--- config.mk ---
export PLATFORM = sky130hd
export DESIGN_NAME = qspi_arb_flat
export DESIGN_NICKNAME = d
export VERILOG_FILES = /design/src/rtl/qspi_arb_pkg.sv /design/src/rtl/qspi_arb_if.sv /design/src/rtl/qspi_arb_rr_pick3.sv /design/src/rtl/qspi_arb.sv /design/src/flat_wrapper.sv
export SDC_FILE = /design/constraint.sdc
export NUM_CORES = 1
export LEC_CHECK = 0
export ABC_CLOCK_PERIOD_IN_PS = 1750
export BUFFER_PORTS_ARGS = -buffer_cell sky130_fd_sc_hd__clkbuf_2
export CORE_MARGIN = 1
export CORE_UTILIZATION = 38
export DETAILED_ROUTE_END_ITERATION = 8
export PLACE_DENSITY_LB_ADDON = 0.08
export SLEW_MARGIN = 20
export SYNTH_ARGS = -nofsm -noshare
export SYNTH_HDL_FRONTEND = slang
export SYNTH_SLANG_ARGS = --single-unit
--- constraint.sdc ---
create_clock -name clk -period 1.75 [get_ports clk]
set_input_delay 0.175 -clock clk [delete_from_list [all_inputs] [get_ports clk]]
set_output_delay 0.175 -clock clk [all_outputs]
set_load 0.02 [all_outputs]
--- src/rtl/qspi_arb_pkg.sv ---
// Shared types and constants for the QSPI line-transfer arbiter.
package qspi_arb_pkg;

  typedef enum logic [1:0] {
    IDLE = 2'd0,
    RUN  = 2'd1,
    DONE = 2'd2
  } state_e;

  localparam int NREQ = 3;

  localparam logic [1:0] REQ_I = 2'd0;
  localparam logic [1:0] REQ_D = 2'd1;
  localparam logic [1:0] REQ_X = 2'd2;

  // Successor in the i -> d -> x -> i rotation; an out-of-range index wraps to i.
  function automatic logic [1:0] next_idx(input logic [1:0] idx);
    return (idx >= REQ_X) ? REQ_I : idx + 2'd1;
  endfunction

endpackage

--- src/rtl/qspi_arb_if.sv ---
// Requester and QSPI-controller signals of the arbiter. The arbiter uses the
// slave view; the caches, the loader and the controller together form the master view.
interface qspi_arb_if #(
  parameter int PA          = 24,
  parameter int LINE_LENGTH = 4
);
  localparam int LB = $clog2(LINE_LENGTH);
  localparam int TW = PA - LB;

  logic          i_req;
  logic [1:0]    i_mem;
  logic [TW-1:0] i_tag;
  logic          i_gnt;
  logic          i_wstrobe;
  logic          i_done;

  logic          d_req;
  logic          d_write;
  logic [1:0]    d_mem;
  logic [TW-1:0] d_tag;
  logic [3:0]    d_dwrite;
  logic          d_gnt;
  logic          d_wstrobe;
  logic          d_rstrobe;
  logic          d_done;

  logic          x_req;
  logic          x_write;
  logic [1:0]    x_mem;
  logic [TW-1:0] x_tag;
  logic [3:0]    x_dwrite;
  logic          x_gnt;
  logic          x_wstrobe;
  logic          x_rstrobe;
  logic          x_done;

  logic          q_req;
  logic          q_i_d;
  logic          q_write;
  logic [1:0]    q_mem;
  logic [TW-1:0] q_paddr;
  logic [3:0]    q_dwrite;
  logic          q_wstrobe_d;
  logic          q_wstrobe_i;
  logic          q_rstrobe_d;

  modport master (
    output i_req, i_mem, i_tag,
    input  i_gnt, i_wstrobe, i_done,
    output d_req, d_write, d_mem, d_tag, d_dwrite,
    input  d_gnt, d_wstrobe, d_rstrobe, d_done,
    output x_req, x_write, x_mem, x_tag, x_dwrite,
    input  x_gnt, x_wstrobe, x_rstrobe, x_done,
    input  q_req, q_i_d, q_write, q_mem, q_paddr, q_dwrite,
    output q_wstrobe_d, q_wstrobe_i, q_rstrobe_d
  );

  modport slave (
    input  i_req, i_mem, i_tag,
    output i_gnt, i_wstrobe, i_done,
    input  d_req, d_write, d_mem, d_tag, d_dwrite,
    output d_gnt, d_wstrobe, d_rstrobe, d_done,
    input  x_req, x_write, x_mem, x_tag, x_dwrite,
    output x_gnt, x_wstrobe, x_rstrobe, x_done,
    output q_req, q_i_d, q_write, q_mem, q_paddr, q_dwrite,
    input  q_wstrobe_d, q_wstrobe_i, q_rstrobe_d
  );

endinterface

--- src/rtl/qspi_arb_rr_pick3.sv ---
// Combinational 3-way round-robin picker: searches upward starting just after
// the most recently granted index.
module rr_pick3
  import qspi_arb_pkg::*;
(
  input  logic [NREQ-1:0] req,
  input  logic [1:0]      last,
  output logic [NREQ-1:0] gnt,
  output logic [1:0]      idx
);

  logic [1:0] cand;
  logic       found;

  // NOTE: every variable driven here gets a default first so no path leaves it unassigned (no latch).
  always_comb begin
    gnt   = '0;
    idx   = REQ_I;
    found = 1'b0;
    cand  = next_idx(last);
    for (int k = 0; k < NREQ; k++) begin
      if (!found && req[cand]) begin
        gnt[cand] = 1'b1;
        idx       = cand;
        found     = 1'b1;
      end
      cand = next_idx(cand);
    end
  end

endmodule

--- src/rtl/qspi_arb.sv ---
// Shares the single QSPI controller among icache, dcache and aux requesters,
// moving one whole line per grant and signalling done after the last nibble.
module qspi_arb
  import qspi_arb_pkg::*;
#(
  parameter int PA          = 24,
  parameter int LINE_LENGTH = 4
) (
  input  logic          clk,
  input  logic          reset,
  qspi_arb_if.slave     bus,
  output logic          busy
);

  localparam int LB   = $clog2(LINE_LENGTH);
  localparam int TW   = PA - LB;
  localparam int NNIB = 2 * LINE_LENGTH;
  localparam int CW   = $clog2(NNIB);
  localparam logic [CW-1:0] CNT_LAST = CW'(NNIB - 1);

  state_e          state_q, state_d;
  logic [NREQ-1:0] owner_q, owner_d;
  logic [1:0]      last_q, last_d;
  logic            write_q, write_d;
  logic [1:0]      mem_q, mem_d;
  logic [TW-1:0]   tag_q, tag_d;
  logic [CW-1:0]   cnt_q, cnt_d;

  logic [NREQ-1:0] req, pick_gnt;
  logic [1:0]      pick_idx;
  logic            run, owner_req, cnt_stb;

  assign req = {bus.x_req, bus.d_req, bus.i_req};

  rr_pick3 u_pick (
    .req  (req),
    .last (last_q),
    .gnt  (pick_gnt),
    .idx  (pick_idx)
  );

  assign run       = (state_q == RUN);
  assign owner_req = |(owner_q & req);
  // Writes advance on consumed nibbles; reads on the strobe matching the owner's bus.
  assign cnt_stb   = write_q          ? bus.q_rstrobe_d :
                     owner_q[REQ_I]   ? bus.q_wstrobe_i : bus.q_wstrobe_d;

  // NOTE: state registers use non-blocking assignments so all flops update from pre-edge values.
  always_ff @(posedge clk or posedge reset) begin
    if (reset) begin
      state_q <= IDLE;
      owner_q <= '0;
      last_q  <= REQ_X;
      write_q <= 1'b0;
      mem_q   <= '0;
      tag_q   <= '0;
      cnt_q   <= '0;
    end else begin
      state_q <= state_d;
      owner_q <= owner_d;
      last_q  <= last_d;
      write_q <= write_d;
      mem_q   <= mem_d;
      tag_q   <= tag_d;
      cnt_q   <= cnt_d;
    end
  end

  always_comb begin
    state_d = state_q;
    owner_d = owner_q;
    last_d  = last_q;
    write_d = write_q;
    mem_d   = mem_q;
    tag_d   = tag_q;
    cnt_d   = cnt_q;
    unique case (state_q)
      IDLE: begin
        if (|req) begin
          state_d = RUN;
          owner_d = pick_gnt;
          last_d  = pick_idx;
          cnt_d   = '0;
          case (pick_idx)
            REQ_D: begin
              write_d = bus.d_write;
              mem_d   = bus.d_mem;
              tag_d   = bus.d_tag;
            end
            REQ_X: begin
              write_d = bus.x_write;
              mem_d   = bus.x_mem;
              tag_d   = bus.x_tag;
            end
            default: begin
              write_d = 1'b0;
              mem_d   = bus.i_mem;
              tag_d   = bus.i_tag;
            end
          endcase
        end
      end
      RUN: begin
        if (!owner_req) begin
          state_d = IDLE;
          owner_d = '0;
          cnt_d   = '0;
        end else if (cnt_stb) begin
          if (cnt_q == CNT_LAST) begin
            state_d = DONE;
            cnt_d   = '0;
          end else begin
            cnt_d = cnt_q + CW'(1);
          end
        end
      end
      DONE: begin
        state_d = IDLE;
        owner_d = '0;
      end
      default: begin
        state_d = IDLE;
        owner_d = '0;
      end
    endcase
  end

  always_comb begin
    bus.q_dwrite = '0;
    if (owner_q[REQ_D])      bus.q_dwrite = bus.d_dwrite;
    else if (owner_q[REQ_X]) bus.q_dwrite = bus.x_dwrite;
  end

  assign bus.i_gnt     = owner_q[REQ_I];
  assign bus.d_gnt     = owner_q[REQ_D];
  assign bus.x_gnt     = owner_q[REQ_X];

  assign bus.i_wstrobe = run & owner_q[REQ_I] & bus.q_wstrobe_i;
  assign bus.d_wstrobe = run & owner_q[REQ_D] & bus.q_wstrobe_d;
  assign bus.x_wstrobe = run & owner_q[REQ_X] & bus.q_wstrobe_d;
  assign bus.d_rstrobe = run & owner_q[REQ_D] & bus.q_rstrobe_d;
  assign bus.x_rstrobe = run & owner_q[REQ_X] & bus.q_rstrobe_d;

  assign bus.i_done    = (state_q == DONE) & owner_q[REQ_I];
  assign bus.d_done    = (state_q == DONE) & owner_q[REQ_D];
  assign bus.x_done    = (state_q == DONE) & owner_q[REQ_X];

  assign bus.q_req     = run;
  assign bus.q_i_d     = owner_q[REQ_I];
  assign bus.q_write   = write_q;
  assign bus.q_mem     = mem_q;
  assign bus.q_paddr   = tag_q;

  assign busy          = (state_q != IDLE);

endmodule
--- src/flat_wrapper.sv ---
// flat-port wrapper written by rule: the top's interface ports become plain ports
module qspi_arb_flat import qspi_arb_pkg::*;
#(
  parameter int PA          = 24,
  parameter int LINE_LENGTH = 4
)
  (clk, reset, busy, bus_i_req, bus_i_mem, bus_i_tag, bus_i_gnt, bus_i_wstrobe, bus_i_done, bus_d_req, bus_d_write, bus_d_mem, bus_d_tag, bus_d_dwrite, bus_d_gnt, bus_d_wstrobe, bus_d_rstrobe, bus_d_done, bus_x_req, bus_x_write, bus_x_mem, bus_x_tag, bus_x_dwrite, bus_x_gnt, bus_x_wstrobe, bus_x_rstrobe, bus_x_done, bus_q_req, bus_q_i_d, bus_q_write, bus_q_mem, bus_q_paddr, bus_q_dwrite, bus_q_wstrobe_d, bus_q_wstrobe_i, bus_q_rstrobe_d);
  qspi_arb_if #(.PA(PA), .LINE_LENGTH(LINE_LENGTH)) bus_i ();
  input  logic clk;
  input  logic reset;
  output logic busy;
  input wire logic [$bits(bus_i.i_req)-1:0] bus_i_req;
  input wire logic [$bits(bus_i.i_mem)-1:0] bus_i_mem;
  input wire logic [$bits(bus_i.i_tag)-1:0] bus_i_tag;
  output wire logic [$bits(bus_i.i_gnt)-1:0] bus_i_gnt;
  output wire logic [$bits(bus_i.i_wstrobe)-1:0] bus_i_wstrobe;
  output wire logic [$bits(bus_i.i_done)-1:0] bus_i_done;
  input wire logic [$bits(bus_i.d_req)-1:0] bus_d_req;
  input wire logic [$bits(bus_i.d_write)-1:0] bus_d_write;
  input wire logic [$bits(bus_i.d_mem)-1:0] bus_d_mem;
  input wire logic [$bits(bus_i.d_tag)-1:0] bus_d_tag;
  input wire logic [$bits(bus_i.d_dwrite)-1:0] bus_d_dwrite;
  output wire logic [$bits(bus_i.d_gnt)-1:0] bus_d_gnt;
  output wire logic [$bits(bus_i.d_wstrobe)-1:0] bus_d_wstrobe;
  output wire logic [$bits(bus_i.d_rstrobe)-1:0] bus_d_rstrobe;
  output wire logic [$bits(bus_i.d_done)-1:0] bus_d_done;
  input wire logic [$bits(bus_i.x_req)-1:0] bus_x_req;
  input wire logic [$bits(bus_i.x_write)-1:0] bus_x_write;
  input wire logic [$bits(bus_i.x_mem)-1:0] bus_x_mem;
  input wire logic [$bits(bus_i.x_tag)-1:0] bus_x_tag;
  input wire logic [$bits(bus_i.x_dwrite)-1:0] bus_x_dwrite;
  output wire logic [$bits(bus_i.x_gnt)-1:0] bus_x_gnt;
  output wire logic [$bits(bus_i.x_wstrobe)-1:0] bus_x_wstrobe;
  output wire logic [$bits(bus_i.x_rstrobe)-1:0] bus_x_rstrobe;
  output wire logic [$bits(bus_i.x_done)-1:0] bus_x_done;
  output wire logic [$bits(bus_i.q_req)-1:0] bus_q_req;
  output wire logic [$bits(bus_i.q_i_d)-1:0] bus_q_i_d;
  output wire logic [$bits(bus_i.q_write)-1:0] bus_q_write;
  output wire logic [$bits(bus_i.q_mem)-1:0] bus_q_mem;
  output wire logic [$bits(bus_i.q_paddr)-1:0] bus_q_paddr;
  output wire logic [$bits(bus_i.q_dwrite)-1:0] bus_q_dwrite;
  input wire logic [$bits(bus_i.q_wstrobe_d)-1:0] bus_q_wstrobe_d;
  input wire logic [$bits(bus_i.q_wstrobe_i)-1:0] bus_q_wstrobe_i;
  input wire logic [$bits(bus_i.q_rstrobe_d)-1:0] bus_q_rstrobe_d;
  assign bus_i.i_req = bus_i_req;
  assign bus_i.i_mem = bus_i_mem;
  assign bus_i.i_tag = bus_i_tag;
  assign bus_i_gnt = bus_i.i_gnt;
  assign bus_i_wstrobe = bus_i.i_wstrobe;
  assign bus_i_done = bus_i.i_done;
  assign bus_i.d_req = bus_d_req;
  assign bus_i.d_write = bus_d_write;
  assign bus_i.d_mem = bus_d_mem;
  assign bus_i.d_tag = bus_d_tag;
  assign bus_i.d_dwrite = bus_d_dwrite;
  assign bus_d_gnt = bus_i.d_gnt;
  assign bus_d_wstrobe = bus_i.d_wstrobe;
  assign bus_d_rstrobe = bus_i.d_rstrobe;
  assign bus_d_done = bus_i.d_done;
  assign bus_i.x_req = bus_x_req;
  assign bus_i.x_write = bus_x_write;
  assign bus_i.x_mem = bus_x_mem;
  assign bus_i.x_tag = bus_x_tag;
  assign bus_i.x_dwrite = bus_x_dwrite;
  assign bus_x_gnt = bus_i.x_gnt;
  assign bus_x_wstrobe = bus_i.x_wstrobe;
  assign bus_x_rstrobe = bus_i.x_rstrobe;
  assign bus_x_done = bus_i.x_done;
  assign bus_q_req = bus_i.q_req;
  assign bus_q_i_d = bus_i.q_i_d;
  assign bus_q_write = bus_i.q_write;
  assign bus_q_mem = bus_i.q_mem;
  assign bus_q_paddr = bus_i.q_paddr;
  assign bus_q_dwrite = bus_i.q_dwrite;
  assign bus_i.q_wstrobe_d = bus_q_wstrobe_d;
  assign bus_i.q_wstrobe_i = bus_q_wstrobe_i;
  assign bus_i.q_rstrobe_d = bus_q_rstrobe_d;
  qspi_arb #(.PA(PA), .LINE_LENGTH(LINE_LENGTH)) u_core (.clk(clk), .reset(reset), .bus(bus_i), .busy(busy));
endmodule
==> results.cfg <==
[setup_path]
cp_max_fo = 6
arrival_ns = 1.94
critical_path_class = reg -> reg
r2r-start = u_core.last_q[1]
regToRegEndpoint = u_core.bus.q_paddr[2]
rrSetupSlack_ns = -0.03
critPathRequiredTime_ns = 1.91
crit_path_start_kind = register
end_kind = register
cp-startpoint = u_core.last_q[1]
r2r_cells = 9

[grt]
grt_pass1_wl_um = 8270
grt_overflow_total = 0
grt_pass1_vias = 1932
grt_max_degree = 31
grt.total_usage_pct = 19.5
antenna_found_initial = 0

[floorplanning]
fp.coreArea_mm2 = 0.00511
design.die.area_mm2 = 0.00558
die_h_um = 74.7
num_rows = 26
die_w_um = 74.7
pin_count = 133
start_util_pct = 39.3

[detailed_routing]
drtPass1Iterations = 4
via_count = 2267
drt_iter0_markers = 76
wire_per_inst_um = 13.3
drc = 0
met3_length_um = 354
vias_per_cell = 5.03
drtAntennaViolNets = 0
met1_length_um = 2650
wl_um = 6000
wl_met2_um = 2930
top_layer_used = met4

[clocking]
numClockSinks = 35
clockRootBuffer = clkbuf_8
ctsLongestPathBuffers = 2
h-tree-depth = 2
numCtsBuffers = 5
path_clk_slew_ns = 0.07
cts_tree = built
clock_latency_ns = 0.28

[yosys]
yosysWarnings = 0
ys_seq_elements = 35
ys_types = 33
synth_area_mm2 = 0.00201
yosysSeqAreaShare_pct = 43.7
synth_cells = 238
synthesis.nets = 332
synth_area_per_cell_um2 = 8.44

[timing]
rsz0062_at_grt = true
hold_ws_ns = 0.159
finalCriticalPeriod_ns = 1.78
tightest_slew_ns = 0.436
max_freq_ghz = 0.562
hold_violations = 0
fin_crit_sh_pct = 102
slew_headroom_pct = 70.7
setup_viol = 4
fin_ws_ns = -0.0288
fin_worst_skew_ns = 0.00332
final_max_slew_viol_count = 0

[pwr]
power.total_uw = 4930
peakVddDrop_mv = 0.747
leakage_uw = 0.00162
p_per_area_mw_per_mm2 = 1530

[cells_and_area]
layout-drive-gt1-share_pct = 54.6
stdcell_count = 451
antennaDiodeCount = 0
fin_util_pct = 63.2
syn_to_final_growth_pct = 60.7
nNetsFinal = 474

[run_status]
violations = setup timing
outcome = finished, violations left

[flow_run]
cap_violations = 0

[worst_hold_path]
min_from = bus_i_tag[12]
whs_path_depth = 3
min_path_type = in -> reg
holdPathEnd = u_core.bus.q_paddr[12]

[placement]
place_congestion = 0.756
dp_cells = 435
pre_cts_slack_ns = -0.0231
dpl.hpwl_um = 3990
portBuffers = 132
-- Yosys cell counts --
| master | number | area share [%] |
|---|---|---|
| a22o_1 | 2 | 0.87 |
| a211oi_1 | 1 | 0.37 |
| mux2i_1 | 1 | 0.50 |
| dfrtp_1 | 34 | 42 |
| inv_1 | 5 | 0.93 |
| a32o_1 | 1 | 0.50 |
| or3_1 | 1 | 0.31 |
| o21ai_1 | 27 | 6.7 |
| a2bb2o_1 | 2 | 1.0 |
| nor3_1 | 2 | 0.50 |
| a222oi_1 | 1 | 0.50 |
| nor2b_1 | 3 | 0.93 |
| nand3b_1 | 1 | 0.37 |
| a22oi_1 | 25 | 9.3 |
| and2_1 | 4 | 1.2 |
| o22ai_1 | 2 | 0.62 |
| dfstp_2 | 1 | 1.3 |
| nor2_1 | 29 | 5.4 |
| nand2_1 | 32 | 6.0 |
| and2b_1 | 1 | 0.37 |
| o31ai_1 | 2 | 0.75 |
| a22o_2 | 5 | 2.5 |
| buf_4 | 5 | 1.9 |
| a21oi_1 | 25 | 6.2 |
| o2bb2ai_1 | 1 | 0.44 |
| clkbuf_1 | 10 | 1.9 |
| o21bai_1 | 1 | 0.37 |
| buf_6 | 1 | 0.56 |
| ha_1 | 4 | 2.5 |
| buf_1 | 1 | 0.19 |
| and3_1 | 3 | 0.93 |
| and3_2 | 3 | 1.1 |
| buf_2 | 2 | 0.50 |
-- cell usage in the layout, fill, tap and decap left out, types with 2 or more instances in the layout --
master	count
nor2b_2	2
nor2_1	23
o21ai_1	27
nand2_1	29
a22oi_2	23
nor3_1	2
and3_2	3
and3_1	3
nand2_2	3
a21oi_1	21
nor2_2	6
buf_4	10
a21oi_2	4
a22o_1	2
buf_8	3
buf_12	3
clkbuf_8	5
ha_1	2
a22o_2	5
clkbuf_16	4
dfrtp_1	34
o31ai_1	2
clkbuf_2	132
inv_1	5
ha_4	2
a2bb2o_1	2
clkbuf_1	3
a22oi_1	2
and2_1	4
-- metrics by stage --
step | TNS (ns) | cell area [um^2]
final | -0.0823 | 3230
after global routing | -2.17 | 3230
after CTS | 0 | 2920
after detailed placement | -0.0295 | 2800
after global placement | 0 | 2800
after floorplan | 0 | 2050
-- layer usage --
metal,track usage [%],vias up
met5,0,-
met2,32.8,84
li1,-,1143
met3,4.82,6
met4,8.18,0
met1,24.0,1034
-- where the power goes --
group	leakage, uW	switching, uW	total [uW]	internal [uW]
Combinational	0.00113	1760	3030	1270
Sequential	0.000448	208	1350	1140
Clock	0.0000395	272	554	283
-- how the worst max path moves through the flow --
stage                                         to  slack, ns  cells after the start
after floorplan           u_core.bus.q_paddr[10]      0.002                     11
after global placement    u_core.bus.q_paddr[20]       0.03                     10
after detailed placement  u_core.bus.q_paddr[11]      -0.02                     10
after CTS                  u_core.bus.q_paddr[2]      0.002                      9
after global routing       u_core.bus.q_paddr[2]      -0.12                      9
final                      u_core.bus.q_paddr[2]      -0.03                      9
-- layout make-up --
cell class | instances | area (um^2)
sequential | 35 | 877
inverter | 5 | 18.8
multi-input combinational | 179 | 1200
fill | 472 | 1880
tap | 70 | 87.6
timing repair buffer | 154 | 962
clock buffer | 8 | 80.1
-- flip-flops by register name, indices dropped and copies added (netlist names) --
signal,count
u_core.state_q,2
u_core.last_q,2
u_core.bus.q_write,1
u_core.cnt_q,3
u_core.bus.q_mem,2
u_core.owner_q,3
u_core.bus.q_paddr,22
-- worst max-delay path, cell delays in order (launching register included) --
cell	delay, ns
dfstp_2	0.58
nor2b_2	0.06
o22ai_2	0.12
nand2_2	0.10
ha_4	0.21
clkbuf_16	0.17
a22oi_2	0.15
nor2_1	0.06
a21oi_1	0.12
o21ai_1	0.09
-- timing repair --
item / in CTS / in global routing
gates resized for setup: 3 / 44
pin swaps: 2 / 7
hold buffers: 1 / 0
endpoints found under the setup margin: 12 / 32
hold endpoints to repair: 6 / 0
setup buffers: 1 / 1
cloned: 0 / 5
-- logic make-up after synthesis --
kind of cell    Yosys count  synth area share (%)
flops                    35                  43.7
simple gates             79                  17.2
fa+ha+maj                 4                  2.49
compound gates           95                  30.2
mux                       1                 0.498
buf+inv                  24                  5.92
No activity file was read; power rests on OpenSTA's default activity.
